--- config.mk ---
export PLATFORM = sky130hd
export DESIGN_NAME = muldiv_unit
export DESIGN_NICKNAME = d
export VERILOG_FILES = /design/src/rtl/cpu_pkg.sv /design/src/rtl/muldiv_step.sv /design/src/rtl/muldiv_unit.sv
export SDC_FILE = /design/constraint.sdc
export NUM_CORES = 1
export LEC_CHECK = 0
export ABC_AREA = 0
export BUFFER_PORTS_ARGS = -buffer_cell sky130_fd_sc_hd__buf_2
export CORE_UTILIZATION = 36
export CTS_CLUSTER_DIAMETER = 60
export DETAILED_ROUTE_END_ITERATION = 8
export MAX_ROUTING_LAYER = met4
export SLEW_MARGIN = 5
export SYNTH_ARGS = -nofsm -noshare
export SYNTH_HDL_FRONTEND = slang
export SYNTH_SLANG_ARGS = --single-unit
--- constraint.sdc ---
create_clock -name CLK -period 3.6 [get_ports CLK]
set_clock_uncertainty 0.05 [all_clocks]
set_input_delay 0.72 -clock CLK [delete_from_list [all_inputs] [get_ports CLK]]
set_output_delay 0.72 -clock CLK [all_outputs]
set_load 0.005 [all_outputs]
--- src/rtl/cpu_pkg.sv ---
// Shared encodings for the execute-stage multiply/divide unit.
// Holds opcode and FSM state types plus the default operand width.
package cpu_pkg;

  localparam int WIDTH_DEF = 32;

  typedef enum logic [1:0] {
    OP_MULT  = 2'd0,
    OP_MULTU = 2'd1,
    OP_DIV   = 2'd2,
    OP_DIVU  = 2'd3
  } op_e;

  typedef enum logic [1:0] {
    S_IDLE = 2'd0,
    S_RUN  = 2'd1,
    S_FIX  = 2'd2
  } state_e;

endpackage

--- src/rtl/muldiv_step.sv ---
// One radix-2 iteration: shift-add multiply or restoring shift-subtract divide.
// Purely combinational, no flow control; the caller sequences the steps.
module muldiv_step
  import cpu_pkg::*;
#(
  parameter int WIDTH = WIDTH_DEF
) (
  input  logic [2*WIDTH-1:0] acc,
  input  logic [WIDTH-1:0]   operand,
  input  logic               is_div,
  output logic [2*WIDTH-1:0] acc_next
);

  logic [WIDTH:0] sum;
  logic [WIDTH:0] partial;
  logic [WIDTH:0] diff;

  always_comb begin
    acc_next = '0;
    // Multiply: upper half accumulates the multiplicand, multiplier bits drain out of the low end.
    sum      = {1'b0, acc[2*WIDTH-1:WIDTH]} + (acc[0] ? {1'b0, operand} : {(WIDTH+1){1'b0}});
    // Divide: upper half is the running remainder, quotient bits enter at the low end.
    partial  = acc[2*WIDTH-1:WIDTH-1];
    diff     = partial - {1'b0, operand};
    if (is_div) begin
      if (!diff[WIDTH]) begin
        acc_next = {diff[WIDTH-1:0], acc[WIDTH-2:0], 1'b1};
      end else begin
        acc_next = {partial[WIDTH-1:0], acc[WIDTH-2:0], 1'b0};
      end
    end else begin
      acc_next = {sum, acc[WIDTH-1:1]};
    end
  end

endmodule

--- src/rtl/muldiv_unit.sv ---
// Iterative MULT/MULTU/DIV/DIVU owning HI/LO; result lands WIDTH+1 cycles after START.
// BUSY holds off new ops and MT writes; STALL = BUSY & RD_REQ holds the pipeline.
module muldiv_unit
  import cpu_pkg::*;
#(
  parameter int WIDTH = WIDTH_DEF
) (
  input  logic             CLK,
  input  logic             RESET,
  input  logic             START,
  input  logic [1:0]       OP,
  input  logic [WIDTH-1:0] SRC_A,
  input  logic [WIDTH-1:0] SRC_B,
  input  logic             MTHI,
  input  logic             MTLO,
  input  logic             RD_REQ,
  output logic [WIDTH-1:0] HI,
  output logic [WIDTH-1:0] LO,
  output logic             BUSY,
  output logic             STALL
);

  localparam int            CW   = $clog2(WIDTH);
  localparam logic [CW-1:0] LAST = CW'(WIDTH - 1);

  state_e             state;
  state_e             state_nxt;
  logic [CW-1:0]      cnt;
  logic [2*WIDTH-1:0] acc;
  logic [2*WIDTH-1:0] acc_step;
  logic [2*WIDTH-1:0] prod_fix;
  logic [WIDTH-1:0]   opnd;
  logic [WIDTH-1:0]   hi_q;
  logic [WIDTH-1:0]   lo_q;
  logic [WIDTH-1:0]   a_abs;
  logic [WIDTH-1:0]   b_abs;
  logic [WIDTH-1:0]   quo_fix;
  logic [WIDTH-1:0]   rem_fix;
  logic               is_div;
  logic               sign_q;
  logic               sign_r;
  logic               op_signed;
  logic               op_div;

  assign op_signed = (OP == OP_MULT) || (OP == OP_DIV);
  assign op_div    = (OP == OP_DIV)  || (OP == OP_DIVU);
  assign a_abs     = (op_signed && SRC_A[WIDTH-1]) ? -SRC_A : SRC_A;
  assign b_abs     = (op_signed && SRC_B[WIDTH-1]) ? -SRC_B : SRC_B;

  // Sign fixup applied in the FIX cycle; signed overflow wraps to 0x80..0 naturally.
  assign prod_fix  = sign_q ? -acc : acc;
  assign quo_fix   = sign_q ? -acc[WIDTH-1:0] : acc[WIDTH-1:0];
  assign rem_fix   = sign_r ? -acc[2*WIDTH-1:WIDTH] : acc[2*WIDTH-1:WIDTH];

  muldiv_step #(.WIDTH(WIDTH)) u_step (
    .acc      (acc),
    .operand  (opnd),
    .is_div   (is_div),
    .acc_next (acc_step)
  );

  always_ff @(posedge CLK) begin
    if (RESET) begin
      state <= S_IDLE;
    end else begin
      state <= state_nxt;
    end
  end

  always_comb begin
    state_nxt = state;
    unique case (state)
      S_IDLE:  if (START) state_nxt = S_RUN;
      S_RUN:   if (cnt == LAST) state_nxt = S_FIX;
      S_FIX:   state_nxt = S_IDLE;
      default: state_nxt = S_IDLE;
    endcase
  end

  always_ff @(posedge CLK) begin
    if (RESET) begin
      cnt    <= '0;
      acc    <= '0;
      opnd   <= '0;
      hi_q   <= '0;
      lo_q   <= '0;
      is_div <= 1'b0;
      sign_q <= 1'b0;
      sign_r <= 1'b0;
    end else begin
      unique case (state)
        S_IDLE: begin
          if (START) begin
            cnt    <= '0;
            is_div <= op_div;
            sign_q <= op_signed & (SRC_A[WIDTH-1] ^ SRC_B[WIDTH-1]);
            sign_r <= op_signed & SRC_A[WIDTH-1];
            // Divide: dividend sits in the low half; multiply: multiplier does.
            if (op_div) begin
              acc  <= {{WIDTH{1'b0}}, a_abs};
              opnd <= b_abs;
            end else begin
              acc  <= {{WIDTH{1'b0}}, b_abs};
              opnd <= a_abs;
            end
          end else begin
            if (MTHI) hi_q <= SRC_A;
            if (MTLO) lo_q <= SRC_A;
          end
        end
        S_RUN: begin
          acc <= acc_step;
          cnt <= cnt + 1'b1;
        end
        S_FIX: begin
          if (is_div) begin
            hi_q <= rem_fix;
            lo_q <= quo_fix;
          end else begin
            hi_q <= prod_fix[2*WIDTH-1:WIDTH];
            lo_q <= prod_fix[WIDTH-1:0];
          end
        end
        default: ;
      endcase
    end
  end

  assign HI    = hi_q;
  assign LO    = lo_q;
  assign BUSY  = (state != S_IDLE);
  assign STALL = BUSY & RD_REQ;

endmodule
# [Yosys cells after proc, flatten, opt, wreduce, memory -nomap -nowiden]
# Index checks and enable logic that the tools add are counted.
[word_totals] register_bits=170 input_bits=72 elab_cells=70
[classes] add_sub_neg=8 n_eq_ne=10 mux=25 n_bitwise=4 n_reduce_logical=14
[ops] op="$mux 32" n=13
[ops] op="$mux 64" n=4
[ops] op="$neg 32->32" n=4
[ops] op="$pmux 32 s2" n=2
[ops] op="$pmux 64 s2" n=1
[ops] op="$neg 64->64" n=1
[ops] op="$add 32x33->33" n=1
[ops] op="$sub 33x32->33" n=1
[ops] op="$ne 2x2->1 const B" n=5
[ops] op="$pmux 5 s2" n=1
[ops] op="$eq 2x2->1 const B" n=3
[ops] op="$reduce_and 2->1" n=3
[ops] op="$reduce_and 3->1" n=2
[ops] op="$reduce_bool 2->1" n=3
[ops] op="$add 5x1->5 const B" n=1
[ops] op="$eq 5x5->1 const B" n=1
[ops] op="$mux 5" n=1
[ops] op="$logic_not 2->1" n=2
[ops] op="$mux 2" n=2
[ops] op="$pmux 2 s2" n=1
[ops] op="$and 1x1->1" n=3
[ops] op="$eq 2x1->1 const B" n=1
[ops] op="$logic_and 1x1->1" n=2
[ops] op="$logic_or 1x1->1" n=2
[ops] op="$xor 1x1->1" n=1

# [Depth between registers and ports, before layout]
[depth] depth_word=7 mapped_depth=15

# [Cells and area by module]
# A second synthesis with hierarchy kept.
[hier_totals] hier_cells=2052 hier_area_um2=15371.0
[modules_own_cells] module="muldiv_unit" n_inst=1 cells_per_inst=1340 area_each_um2=10541.4 seq_area_each_um2=3403.3
[modules_own_cells] module="muldiv_step" n_inst=1 cells_per_inst=712 area_each_um2=4829.6 seq_area_each_um2=0.0

# [Least setup slack after synthesis]
# Ideal clock, no wire load.
[synth_path] path_type="register to register" startpoint="register acc[0]" endpoint="register acc[61]" arrival_ps=3507 required_ps=3458 setup_slack_ps=-49 path_stages_with_launch=16 synth_period_minus_slack_ps=3649 cell_sequence="dfxtp_1 > clkbuf_1 > inv_1 > clkbuf_1 > nor2_1 > ha_1 > a211o_1 > a211oi_1 > o21bai_1 > a41o_1 > a41o_1 > a221oi_1 > o21ai_0 > a21oi_1 > mux2_2 > nor4_1"
[synth_via] elab_chain_len=4
[synth_rtl] element="from (decl)" line_no="muldiv_unit.sv:29" rtl="logic [2*WIDTH-1:0] acc;"
[synth_rtl] element="from (signal assigned)" line_no="muldiv_unit.sv:100" rtl="acc <= {{WIDTH{1'b0}}, a_abs};"
[synth_rtl] element="from (signal assigned)" line_no="muldiv_unit.sv:103" rtl="acc <= {{WIDTH{1'b0}}, b_abs};"
[synth_rtl] element="from (signal assigned)" line_no="muldiv_unit.sv:112" rtl="acc <= acc_step;"
[synth_rtl] element="$mux 32" line_no="muldiv_step.sv:21" rtl="sum = {1'b0, acc[2*WIDTH-1:WIDTH]} + (acc[0] ? {1'b0, operand} : {(WIDTH+1){1'b0}});"
[synth_rtl] element="$add 32x33->33" line_no="muldiv_step.sv:21"
[synth_rtl] element="$mux 64" line_no="muldiv_step.sv:25" rtl="if (is_div) begin"
[synth_rtl] element="$pmux 64 s2" line_no="muldiv_unit.sv:91" rtl="unique case (state)"
# No other way between the ends.
# A chain may end at the register's enable or synchronous reset.

# [Worst setup path in the final report]
[layout_path] startpoint="register acc[0]" endpoint="register hi_q[13] (netlist: HI[13])"
[layout_via] elab_chain_len=4
[layout_rtl] element="$neg 64->64" line_no="muldiv_unit.sv:51" rtl="assign prod_fix = sign_q ? -acc : acc;"
[layout_rtl] element="$mux 64" line_no="muldiv_unit.sv:51"
[layout_rtl] element="$mux 32" line_no="muldiv_unit.sv:116" rtl="if (is_div) begin"
[layout_rtl] element="$pmux 32 s2" line_no="muldiv_unit.sv:91"
[layout_rtl] element="to (signal assigned)" line_no="muldiv_unit.sv:117" rtl="hi_q <= rem_fix;"
[layout_rtl] element="to (signal assigned)" line_no="muldiv_unit.sv:120" rtl="hi_q <= prod_fix[2*WIDTH-1:WIDTH];"
[layout_rtl] element="to (decl)" line_no="muldiv_unit.sv:33" rtl="logic [WIDTH-1:0] hi_q;"
# No other way between the ends.

==> results.yml <==
outcome:
  outcome: "complete, no violations"
logic_synthesis:
  ys_async_sr_fraction: 0
  synth_enable_flop_cells: 0
  postSynthAreaPerCell_um2: 7.67
  post_synth_instance_area_um2: 13800
  synth_nets: 1944
  number_of_warnings_reported_in_the_yosys_synthesis_log: 0
  most_instantiated_flip_flop_cell_in_the_synthesis_netlist: "dfxtp_1"
  seq_area_frac_synth: 0.246
  syn-instance-count: 1800
  postSynthRegisterBits: 170
  yosysUniqueCellTypes: 69
layout:
  finalNonFillerCells: 2489
  final_area_um2: 16400
  area_growth_syn_to_layout_pct: 19.0
  multiInputGateArea_um2: 9780
  utilization: 0.436
  nets: 2109
  post_route_cells_drive_above_1_share: 0.176
  filler_cell_count: 3896
  seq_area_um2: 3410
  antenna-diode-count: 0
sta:
  worst_pin_slew_ns: 1.03
  postLayoutSetupSlackWorst_ns: 0.0736
  fin_hold_ws_ns: 0.411
  timing.final.setup_violations: 0
  timing.final.max_slew_violations: 0
  post-route-period-util: 0.980
  post-route-min-period_ns: 3.53
  unrepaired_setup_endpoints_after_global_routing: "false"
  finalHoldViolations: 0
  achievable-frequency_ghz: 0.284
  slew-limit-headroom: 0.312
route:
  drc: 0
  drtPass1Iterations: 7
  num_vias: 15000
  routed_wirelength_mm: 52.7
  wire_per_inst_um: 21.2
  viasPerCell: 6.01
  route.antenna.remaining_nets: 0
  drt-initial-drc-count: 1504
place:
  io_buffer_count: 137
  pre_cts_slack_ns: -0.0501
  place_inst: 2457
  gp_routability_congestion: 0.977
  dp.final_hpwl_mm: 39.5
  post_dp_cell_area_um2: 15800
critical_path:
  regToRegSetupSlack_ns: 0.07
  worst_ep_arrival_ns: 3.77
  crit_start: "acc[0]"
  critPathMaxFanout: 6
  crit_type: "reg -> reg"
  worst_setup_path_start_kind: "flop"
  r2r-start: "acc[0]"
  data_required_time_of_the_critical_path_ns: 3.85
  end_kind: "flop"
global_route:
  gr-total-overflow: 0
  global_route.usage.total: 0.274
  grt_pass1_wl_mm: 80.9
  grt_start_max_net_pins: 86
  first_global_vias: 13700
  antenna_violations_before_repair: 0
cts:
  clk_pin_slew_worst_paths_ns: 0.07
  postCtsSetupRepairBufs: 0
  total_number_of_h_tree_levels: 4
  cts_hold_buf: 0
  cts_tree: "built"
  cts_max_path_buffers: 2
  clock_insertion_delay_worst_skew_ns: 0.46
  inserted_clock_buffers: 17
  root_buffer: "clkbuf_16"
  clock_sink_count: 170
die:
  boundaryPins: 138
  die_h_um: 198
  start_util: 0.367
  rows: 71
  fp.dieArea_um2: 39100
  dieWidth_um: 198
  core_region_area_um2: 37700
power:
  cellLeakagePower_nw: 6.98
  irDropWorstVdd_uv: 370
  power.density_cell_area_nw_per_um2: 372
run:
  timing.max_cap.violations: 0
min_path:
  hp-class: "reg -> reg"
  worst_hold_startpoint: "opnd[4]"
[layout by cell type, fill, tap and decap left out, types with 7 or more instances in the layout]
master | netlist | routed
a211oi_1 | 78 | 78
a21boi_0 | 7 | 7
a21o_1 | 33 | 33
a21oi_1 | 142 | 140
a221o_1 | 8 | 8
a222oi_1 | 62 | 62
a22oi_1 | 18 | 18
a31oi_1 | 15 | 14
and2_1 | 10 | 11
and3_1 | 10 | 10
buf_2 | 3 | 136
buf_4 | 0 | 130
clkbuf_16 | 0 | 17
dfxtp_1 | 170 | 168
ha_1 | 70 | 70
inv_1 | 61 | 60
mux2i_1 | 70 | 70
nand2_1 | 128 | 127
nand2b_1 | 20 | 20
nand3_1 | 17 | 17
nand4_1 | 11 | 11
nor2_1 | 220 | 219
nor2b_1 | 16 | 14
nor3_1 | 33 | 32
nor4_1 | 14 | 13
o211ai_1 | 23 | 23
o21a_1 | 13 | 12
o21ai_0 | 103 | 102
o21bai_1 | 9 | 7
o31ai_1 | 22 | 22
o41ai_1 | 8 | 8
or2_2 | 7 | 7
or3_1 | 20 | 20
or4_1 | 10 | 10
xnor2_1 | 113 | 113
xor2_1 | 60 | 59
[power breakdown]
part	internal (mW)	total (mW)	switching, mW
logic	0.814	2.00	1.18
registers	1.99	2.12	0.127
clock network	1.12	1.99	0.871
total	3.93	6.11	2.18
[worst max-delay path: stages (launching register included)]
cell	delay (ns)
dfxtp_2	0.32
buf_4	0.15
nor4_1	0.57
nand2_1	0.23
or3_4	0.41
or4_4	0.47
o21a_1	0.34
buf_4	0.21
nor2_1	0.13
xnor2_1	0.16
a222oi_1	0.26
nor2_1	0.07
[through the flow]
stage	power [mW]	setup TNS, ns
detailed placement	4.10	-0.140
floorplan	3.39	0
global route	6.38	0
finish	6.11	0
CTS	6.07	0
global placement	4.08	-0.110
[path summary, 6_finish.rpt]
kind	depth (start not counted)	end
worst min-delay path	2	opnd[4]
worst min register to register	2	opnd[4]
worst max register to register	11	HI[13]
worst max-delay path	11	HI[13]
[final cells by class]
| class | instances | share of cell area |
|---|---|---|
| well taps | 511 | 0.0389 |
| flip-flops and latches | 170 | 0.207 |
| clock inverters | 9 | 0.00670 |
| inverters | 62 | 0.0142 |
| repair buffers | 272 | 0.108 |
| clock buffers | 23 | 0.0303 |
| multi-input cells | 1442 | 0.595 |
[synthesized netlist by cell type (4+ instances only)]
library cell	count	share of area
clkbuf_1	105	0.029
xnor2_1	113	0.072
nor2_1	220	0.060
o211ai_1	23	0.013
nand4_1	11	0.0050
a221oi_1	5	0.0032
o41ai_1	8	0.0051
inv_1	61	0.017
xor2_1	60	0.038
nand2_1	128	0.035
or2_2	7	0.0032
a21o_1	33	0.018
dfxtp_1	170	0.25
o21a_1	13	0.0071
mux2i_1	70	0.051
and2_1	10	0.0045
buf_1	16	0.0043
nand2b_1	20	0.0091
nor4_1	14	0.0063
a221o_1	8	0.0058
a31oi_1	15	0.0068
mux2_2	4	0.0033
o221ai_1	5	0.0032
a22oi_1	18	0.0098
ha_1	70	0.063
o21ai_0	103	0.037
nor3_1	33	0.012
and3_1	10	0.0045
nand3_1	17	0.0062
or4_1	10	0.0054
o31ai_1	22	0.012
nand3b_1	5	0.0027
a222oi_1	62	0.045
a21oi_1	142	0.051
a311oi_1	6	0.0038
or4_4	4	0.0033
a211oi_1	78	0.042
nor2b_1	16	0.0072
o21bai_1	9	0.0049
a21boi_0	7	0.0038
or3_1	20	0.0091
[repair_timing]
item                       CTS  global route
setup endpoints to repair    0            16
resized for setup            0            18
hold endpoints to repair     0             0
[state kept, by name, indices dropped and copies added, names as in the netlist]
| signal | flops |
|---|---|
| sign_r | 1 |
| acc | 64 |
| cnt | 5 |
| sign_q | 1 |
| opnd | 32 |
| is_div | 1 |
| state | 2 |
| HI | 32 |
| LO | 32 |
[cell families (layout without fill, tap and decap cells)]
kind of cell,after synthesis,in the layout,synth area share
compound gates,585,585,0.290
simple gates,538,538,0.181
buf+inv,188,366,0.0520
xor+xnor,173,173,0.110
flops,170,170,0.246
mux,74,74,0.0540
fa+ha+maj,72,72,0.0663
[per-layer routing]
layer	GRT usage	share of wire	routed length, um	vias up
met5	-	0	0	-
met4	0.0933	0.029	1520	0
met3	0.0422	0.081	4280	91
met2	0.420	0.45	23800	706
met1	0.366	0.44	23200	7177
li1	-	-	-	6985
Power figures use the tool's default switching activity.
